===== src/rtl/dram_rrarb.sv =====
// N-channel DRAM access arbiter: starvation override, optional fixed-priority channel,
// round-robin among the rest, and routing of returned read data to the owning channel.
module dram_rrarb #(
    parameter int NCH     = 4,
    parameter int AW      = 21,
    parameter int DW      = 16,
    parameter int PRIO_CH = 0,
    parameter int PRIO_EN = 1,
    parameter int MAXWAIT = 3
) (
    input  logic              fclk,
    input  logic              rst_n,
    input  logic              cbeg,
    input  logic              dram_rrdy,
    input  logic [DW-1:0]     dram_rddata,
    output logic              dram_req,
    output logic              dram_rnw,
    output logic [AW-1:0]     dram_addr,
    output logic [DW-1:0]     dram_wrdata,
    output logic [1:0]        dram_bsel,
    input  logic [NCH-1:0]    ch_req,
    input  logic [NCH-1:0]    ch_rnw,
    input  logic [NCH*AW-1:0] ch_addr,
    input  logic [NCH*DW-1:0] ch_wrdata,
    input  logic [NCH*2-1:0]  ch_bsel,
    output logic [NCH-1:0]    ch_grant,
    output logic [NCH-1:0]    ch_rdstb,
    output logic [DW-1:0]     ch_rddata
);

    localparam int IW = $clog2(NCH);

    logic [IW-1:0]  rr_last;
    logic [IW-1:0]  iss_owner;
    logic [IW-1:0]  ex_owner;
    logic           ex_valid;
    logic           ex_rnw;
    logic [3:0]     wait_cnt [NCH];

    logic [NCH-1:0] starve;
    logic [IW-1:0]  win;
    logic           win_valid;
    logic           win_rr;

    function automatic logic [IW-1:0] rr_idx(input logic [IW-1:0] base, input int unsigned k);
        return IW'((32'(base) + k) % NCH);
    endfunction

    always_comb begin
        starve    = '0;
        win       = '0;
        win_valid = 1'b0;
        win_rr    = 1'b0;
        for (int unsigned i = 0; i < NCH; i++) begin
            starve[i] = ch_req[i] && (wait_cnt[i] >= 4'(MAXWAIT));
        end
        // Starvation override, scanned in round-robin order from rr_last+1
        for (int unsigned k = 1; k <= NCH; k++) begin
            if (!win_valid && starve[rr_idx(rr_last, k)]) begin
                win_valid = 1'b1;
                win_rr    = 1'b1;
                win       = rr_idx(rr_last, k);
            end
        end
        if (!win_valid && (PRIO_EN != 0) && ch_req[PRIO_CH]) begin
            win_valid = 1'b1;
            win       = IW'(PRIO_CH);
        end
        for (int unsigned k = 1; k <= NCH; k++) begin
            if (!win_valid && ch_req[rr_idx(rr_last, k)]) begin
                win_valid = 1'b1;
                win_rr    = 1'b1;
                win       = rr_idx(rr_last, k);
            end
        end
    end

    always_ff @(posedge fclk or negedge rst_n) begin
        if (!rst_n) begin
            dram_req    <= 1'b0;
            dram_rnw    <= 1'b0;
            dram_addr   <= '0;
            dram_wrdata <= '0;
            dram_bsel   <= '0;
            ch_grant    <= '0;
            ch_rdstb    <= '0;
            ch_rddata   <= '0;
            rr_last     <= IW'(NCH - 1);
            iss_owner   <= '0;
            ex_owner    <= '0;
            ex_valid    <= 1'b0;
            ex_rnw      <= 1'b0;
            for (int unsigned i = 0; i < NCH; i++) begin
                wait_cnt[i] <= '0;
            end
        end else begin
            ch_grant <= '0;
            // Return uses the exec slot as it was before any shift on this edge
            if (dram_rrdy && ex_valid && ex_rnw) begin
                ch_rddata <= dram_rddata;
                ch_rdstb  <= NCH'(1) << ex_owner;
            end else begin
                ch_rdstb  <= '0;
            end
            if (cbeg) begin
                dram_req <= win_valid;
                if (win_valid) begin
                    dram_rnw    <= ch_rnw[win];
                    dram_addr   <= ch_addr[win*AW +: AW];
                    dram_wrdata <= ch_wrdata[win*DW +: DW];
                    dram_bsel   <= ch_bsel[win*2 +: 2];
                    iss_owner   <= win;
                    ch_grant    <= NCH'(1) << win;
                end
                if (win_rr) begin
                    rr_last <= win;
                end
                ex_valid <= dram_req;
                ex_rnw   <= dram_rnw;
                ex_owner <= iss_owner;
            end
            for (int unsigned i = 0; i < NCH; i++) begin
                if (!ch_req[i]) begin
                    wait_cnt[i] <= '0;
                end else if (cbeg) begin
                    if (win_valid && (win == IW'(i))) begin
                        wait_cnt[i] <= '0;
                    end else if (wait_cnt[i] != 4'hF) begin
                        wait_cnt[i] <= wait_cnt[i] + 4'd1;
                    end
                end
            end
        end
    end

endmodule


===== config.mk =====
export PLATFORM = sky130hd
export DESIGN_NAME = dram_rrarb
export DESIGN_NICKNAME = d
export VERILOG_FILES = /design/src/rtl/dram_rrarb.sv
export SDC_FILE = /design/constraint.sdc
export NUM_CORES = 1
export LEC_CHECK = 0
export CORE_ASPECT_RATIO = 0.9
export CORE_MARGIN = 2
export CORE_UTILIZATION = 30
export CTS_BUF_LIST = sky130_fd_sc_hd__clkbuf_4
export CTS_CLUSTER_SIZE = 25
export DETAILED_ROUTE_END_ITERATION = 7
export PLACE_DENSITY = 0.64
export SETUP_SLACK_MARGIN = 0.15
export SLEW_MARGIN = 30
export SYNTH_ARGS = -nofsm -noshare
export SYNTH_HDL_FRONTEND = slang
export SYNTH_SLANG_ARGS = --single-unit

===== constraint.sdc =====
create_clock -name fclk -period 3.7 [get_ports fclk]
set_clock_uncertainty 0.05 [all_clocks]
set_input_delay 0.555 -clock fclk [delete_from_list [all_inputs] [get_ports fclk]]
set_output_delay 0.555 -clock fclk [all_outputs]
set_load 0.02 [all_outputs]

# After elaboration in Yosys (flattened, before gate mapping)
# Index checks and enable logic that the tools add are counted.
[totals] register_bits=89 output_inout_bits=65
[op_classes] shifts=5 magnitude_cmp=9 multipliers=1 n_eq_ne=15 n_reduce_logical=33 n_addsub=8 muxes=59
[ops] op="84-bit by 8-bit indexed part select with 21-bit output" count=1
[ops] op="4-bit 2-to-1 mux" count=19
[ops] op="64-bit by 7-bit indexed part select with 16-bit output" count=1
[ops] op="1-bit 2-to-1 mux" count=22
[ops] op="1-bit binary-select mux with 2-bit select" count=9
[ops] op="1-bit logical AND" count=18
[ops] op="2-bit 2-to-1 mux" count=9
[ops] op="4-bit by 1-bit adder with 4-bit output, second input constant" count=4
[ops] op="4-bit by 2-bit greater-or-equal comparator with 1-bit output, second input constant" count=4
[ops] op="4-bit != test, second input constant" count=4
[ops] op="2-bit by 3-bit < comparator with 1-bit output, second input constant" count=5
[ops] op="3-bit by 1-bit != test with 1-bit output, second input constant" count=4
[ops] op="2-bit AND reduction" count=6
[ops] op="1-bit zero test" count=8
[ops] op="2-bit != test, second input constant" count=4
[ops] op="8-bit by 4-bit indexed part select with 2-bit output" count=1
[ops] op="1-bit by 2-bit << shifter with 4-bit output, first input constant" count=2
[ops] op="2-bit by 5-bit multiplier with 7-bit output, second input constant" count=1
[ops] op="2-bit by 1-bit adder with 2-bit output, second input constant" count=2
[ops] op="2-bit adder, second input constant" count=2
[ops] op="2-bit equality test, second input constant" count=2
[ops] op="2-bit by 1-bit equality test with 1-bit output, second input constant" count=1
[ops] op="2-bit zero test" count=1

# Depth between registers and ports, before layout
# Gate-level depths: netlist (run 1).
[logic_depth] word_depth=34 depth_mapped=12 depth_no_buf=8

# Worst setup path before layout (run 1)
# OpenSTA, ideal clock, no wires.
[synth_timing] kind="reg-to-reg" from="register wait_cnt[0] in the netlist's numbering" to="register dram_addr[0]" stages_incl_launch_ff=13 path_buffers=4 slack_ps=976 required_time_ps=3567 arrival_ps=2591 synth_period_minus_slack_ps=2724 path_cell_list="dfrtp_1 ha_1 clkbuf_1 o31a_1 or4_1 a21boi_1 a221oi_1 buf_2 buf_6 buf_6 mux2i_1 mux2_2 o21ai_0"
[synth_between] elab_chain_cells=31 elab_cells_between_ends=47
[synth_rtl] element="start: declaration" line_no="38" source="logic [3:0] wait_cnt [NCH];"
[synth_rtl] element="start signal: indexed assignment" line_no="129" source="wait_cnt[i] <= wait_cnt[i] + 4'd1;"
[synth_rtl] element="4-bit by 2-bit greater-or-equal comparator with 1-bit output (*)" line_no="55" source="starve[i] = ch_req[i] && (wait_cnt[i] >= 4'(MAXWAIT));"
[synth_rtl] element="1-bit logical AND (*)" line_no="55"
[synth_rtl] element="1-bit binary-select mux with 2-bit select" line_no="59" source="if (!win_valid && starve[rr_idx(rr_last, k)]) begin"
[synth_rtl] element="1-bit 2-to-1 mux (implied by the code)" line_no="59"
[synth_rtl] element="1-bit 2-to-1 mux" line_no="59"
[synth_rtl] element="1-bit zero test" line_no="59"
[synth_rtl] element="1-bit logical AND" line_no="59"
[synth_rtl] element="1-bit 2-to-1 mux" line_no="59"
[synth_rtl] element="(+15 left out)"
[synth_rtl] element="1-bit zero test" line_no="70" source="if (!win_valid && ch_req[rr_idx(rr_last, k)]) begin"
[synth_rtl] element="1-bit logical AND" line_no="70"
[synth_rtl] element="1-bit 2-to-1 mux" line_no="70"
[synth_rtl] element="1-bit zero test" line_no="70"
[synth_rtl] element="1-bit logical AND" line_no="70"
[synth_rtl] element="2-bit 2-to-1 mux" line_no="70"
[synth_rtl] element="2-bit by 5-bit multiplier with 7-bit output" line_no="109" source="dram_addr <= ch_addr[win*AW +: AW];"
[synth_rtl] element="84-bit by 8-bit indexed part select with 21-bit output" line_no="109"
[synth_rtl] element="end signal: assignment" line_no="109"
[synth_rtl] element="end: declaration" line_no="18" source="output logic [AW-1:0] dram_addr,"
# Every way passes the cells marked *; elsewhere a longest branch is shown, timed or not. The select of a mux whose other input is x is not followed.
# A chain may end at the register's enable or synchronous reset.

# Worst setup path after layout (run 1)
[layout_timing] from="register wait_cnt[0] in the netlist's numbering" to="register dram_wrdata[11]"
[layout_between] elab_chain_cells=30 elab_cells_between_ends=46
[layout_rtl] element="4-bit by 2-bit greater-or-equal comparator with 1-bit output (*)" line_no="55"
[layout_rtl] element="1-bit logical AND (*)" line_no="55"
[layout_rtl] element="1-bit binary-select mux with 2-bit select" line_no="59"
[layout_rtl] element="1-bit 2-to-1 mux (implied by the code)" line_no="59"
[layout_rtl] element="1-bit 2-to-1 mux" line_no="59"
[layout_rtl] element="1-bit zero test" line_no="59"
[layout_rtl] element="1-bit logical AND" line_no="59"
[layout_rtl] element="1-bit 2-to-1 mux" line_no="59"
[layout_rtl] element="(+14 left out)"
[layout_rtl] element="1-bit 2-to-1 mux" line_no="70"
[layout_rtl] element="1-bit zero test" line_no="70"
[layout_rtl] element="1-bit logical AND" line_no="70"
[layout_rtl] element="1-bit 2-to-1 mux" line_no="70"
[layout_rtl] element="1-bit zero test" line_no="70"
[layout_rtl] element="1-bit logical AND" line_no="70"
[layout_rtl] element="2-bit 2-to-1 mux / 1-bit 2-to-1 mux (equally long branches)" line_no="70"
[layout_rtl] element="64-bit by 7-bit indexed part select with 16-bit output / 2-bit AND reduction (equally long branches)"
[layout_rtl] element="end signal: assignment" line_no="110" source="dram_wrdata <= ch_wrdata[win*DW +: DW];"
[layout_rtl] element="end: declaration" line_no="19" source="output logic [DW-1:0] dram_wrdata,"
# Marked as above.

==> flow_summary.toml, run 1 <==
[placement]
io_buffers = 248
post-dp-hpwl_microns = 11200
gp_congestion = 0.838

[global_routing]
antenna_found_initial = 0
grt_pass1_wl_microns = 23500
groute.usage.overall_pct = 16.1
grt_start_max_net_pins = 70
overflow = 0
grt_pass1_vias = 4687

[cells_and_area]
num_antenna_cells = 0
drive_gt1_share_pct = 13.6
fin_nets = 912
area_delta_synth_final_pct = 55.3

[synthesis]
synthTopCellsByArea = "dfrtp_1 42%, mux2i_1 16%, mux2_2 13%"
synth_edf_count = 0
ys.flop_type = "dfrtp_1"
syn_area_sq_um = 5160
synthArstFlopShare_pct = 100
synth_largest_area_cell = "dfrtp_1"
synth_top_area_share_pct = 42.2
avgSynthCellArea_sq_um = 10.5
synthMostInstantiatedCell = "dfrtp_1"
synthCells = 490
syn-num-nets = 678
ys_ff_latch = 89
synthTopCellsByCount = "87 x dfrtp_1, 84 x mux2i_1, 61 x mux2_2"
seq_area_frac_synth_pct = 43.2
ys_types = 49
ys_warn_count = 0

[floorplanning]
dieHeight_microns = 128
start_util_pct = 30.6
rows = 45
die_area_sq_um = 18300
die_w_microns = 142
io_pins = 249
coreArea_sq_um = 16800

[sta]
fin_crit_sh_pct = 89.2
final_max_slew_viol_count = 0
period_minus_slack_ns = 3.30
tns_ns = 0
fmax_mhz = 303
maxSlewHeadroom_pct = 48.8
grt_setup_unrepaired = "false"
max_slew.worst_pin.slew_ns = 0.768
setup_viol = 0
final-hold-violation-count = 0
hold_ws_ns = 0.0359

[clock_network]
cts_tree = "yes"
postCtsSetupRepairBufs = 0
numCtsBuffers = 9
clock_sinks = 89
cts_htree_levels = 3
cts-hold-fix-buffers = 0
root_buffer = "clkbuf_4"
clkTransAtPathRegs_ns = 0.15
insertion_delay_ns = 0.46
clock_path_buffers = 2
cts-resized-gates = 0

[worst_setup_path]
worstPathArrival_ns = 3.62
startpoint_type = "register"
crit_fanout = 47
worstPathRequired_ns = 4.02
worstSetupPathType = "register to register"
cp-end-kind = "register"

[route]
drt-total-wl_microns = 14600
via_per_inst = 4.83
first_pass_iters = 4
num_vias = 4544
drtIter0Drc = 168
antenna_left = 0
drc_errors = 0
routedWlPerCell_microns = 15.5

[pwr]
powerDensity_nw_per_um2 = 636
p_leak_nw = 3.58
peakVddDrop_v = 0.000274

[job]
cap_violations = 0

[run_status]
status = "finished, final reports clean"

[hold_path]
hold_path.class = "primary input to asynchronous set/reset pin"
-- flip-flops by register name, indices dropped and copies added, names as in the netlist --
signal	flops
ch_grant	4
ch_rddata	16
ch_rdstb	4
dram_addr	21
dram_bsel	2
dram_req	1
dram_rnw	1
dram_wrdata	16
ex_owner	2
ex_rnw	1
ex_valid	1
iss_owner	2
rr_last	2
wait_cnt	16
-- area by class of cell --
type | instances | area [sq um]
tap | 211 | 264
clock buffer | 9 | 67.6
sequential | 89 | 2230
timing repair buffer | 260 | 2600
fill | 1565 | 8820
inverter | 6 | 22.5
multi-input combinational | 358 | 2750
clock inverter | 7 | 83.8
-- cells by family (layout without fill, tap and decap cells) --
group	after synthesis	count (layout)	share of synthesized area (%)
xor+xnor	4	4	0.679
compound gates	79	79	9.14
mux	147	147	30.1
simple gates	124	124	11.7
fa+ha+maj	4	4	0.970
flops	89	89	43.2
buf+inv	43	282	4.22
-- layout by cell type, fill, tap and decap left out, types with 2 or more instances in the layout --
cell type,n
clkbuf_4,9
buf_4,10
dfstp_2,2
nand3_1,9
o31ai_1,4
o221ai_1,2
clkdlybuf4s50_1,247
inv_1,6
o31a_1,3
a21o_1,2
o2bb2ai_1,2
nor3_1,10
inv_8,2
buf_12,2
nand2_1,59
nor2_1,14
mux2_2,61
o21ai_0,35
or3_1,2
dfrtp_1,87
o21ai_1,11
o22ai_1,2
nor3b_1,8
xor2_1,3
a32oi_1,2
inv_6,2
nand4_1,4
nand3b_1,2
mux2i_1,83
mux2_1,2
and2_1,2
ha_1,4
a21oi_1,7
nor2b_1,3
nand2b_1,3
-- path summary, 6_finish.rpt --
kind	startpoint	endpoint	slack, ns	cells after the start
max reg2reg	wait_cnt[0]$_DFFE_PN0P_	dram_wrdata[11]$_DFFE_PN0P_	0.40	9
min	rst_n	wait_cnt[10]$_DFFE_PN0P_	0.04	1
max in group asynchronous	rst_n	rr_last[1]$_DFFE_PN1P_	2.87	2
min in group fclk	ex_owner[1]$_DFFE_PN0P_	ch_rdstb[0]$_DFF_PN0_	0.44	1
max	wait_cnt[0]$_DFFE_PN0P_	dram_wrdata[11]$_DFFE_PN0P_	0.40	9
min reg2reg	ex_owner[1]$_DFFE_PN0P_	ch_rdstb[0]$_DFF_PN0_	0.44	1
-- worst max-delay path, cell delays in order, from the launching register on --
cell and delay, ns:
dfrtp_1 0.43, ha_1 0.30, o31ai_1 0.38, nand2_1 0.21
o41ai_1 0.61, a221oi_4 0.14, buf_4 0.38, mux2i_1 0.22
mux2_2 0.29, o21ai_0 0.16
-- through the flow --
stage / total power [mW] / std cells / setup WS, ns / area (sq um) / utilization (%)
after global placement: 4.53 / 924 / 0.278 / 7850 / 46.7
after CTS: 5.18 / 940 / 0.416 / 8010 / 47.6
final: 5.10 / 940 / 0.400 / 8010 / 47.6
after detailed placement: 4.57 / 924 / 0.100 / 7850 / 46.7
after global routing: 5.46 / 940 / 0.162 / 8010 / 47.6
after floorplan: 3.34 / 490 / 0.976 / 5160 / -
-- report_power, final --
group	switching [mW]	internal, mW
sequential	0.246	1.35
combinational	1.36	1.56
clock	0.370	0.221
-- per-layer routing --
| layer | up-vias | global-route usage [%] | routed length, microns |
|---|---|---|---|
| met5 | - | 0 | 0 |
| met4 | 0 | 4.53 | 202 |
| met3 | 18 | 4.84 | 939 |
| met2 | 151 | 28.5 | 7490 |
| met1 | 2145 | 19.0 | 5930 |
| li1 | 2230 | - | - |
(Power assumes the default switching activity.)
==> run 2, diff against run 1 <==
CTS_CLUSTER_DIAMETER = 150   (was not set)
==> results of run 2 <==
Same layout as run 1: the final DEF is identical, and so are final timing and power.
==> run 3, diff against run 2 <==
SKIP_CTS_REPAIR_TIMING = 1   (was not set)
==> results of run 3 <==
Same layout as run 1: the final DEF is identical, and so are final timing and power.
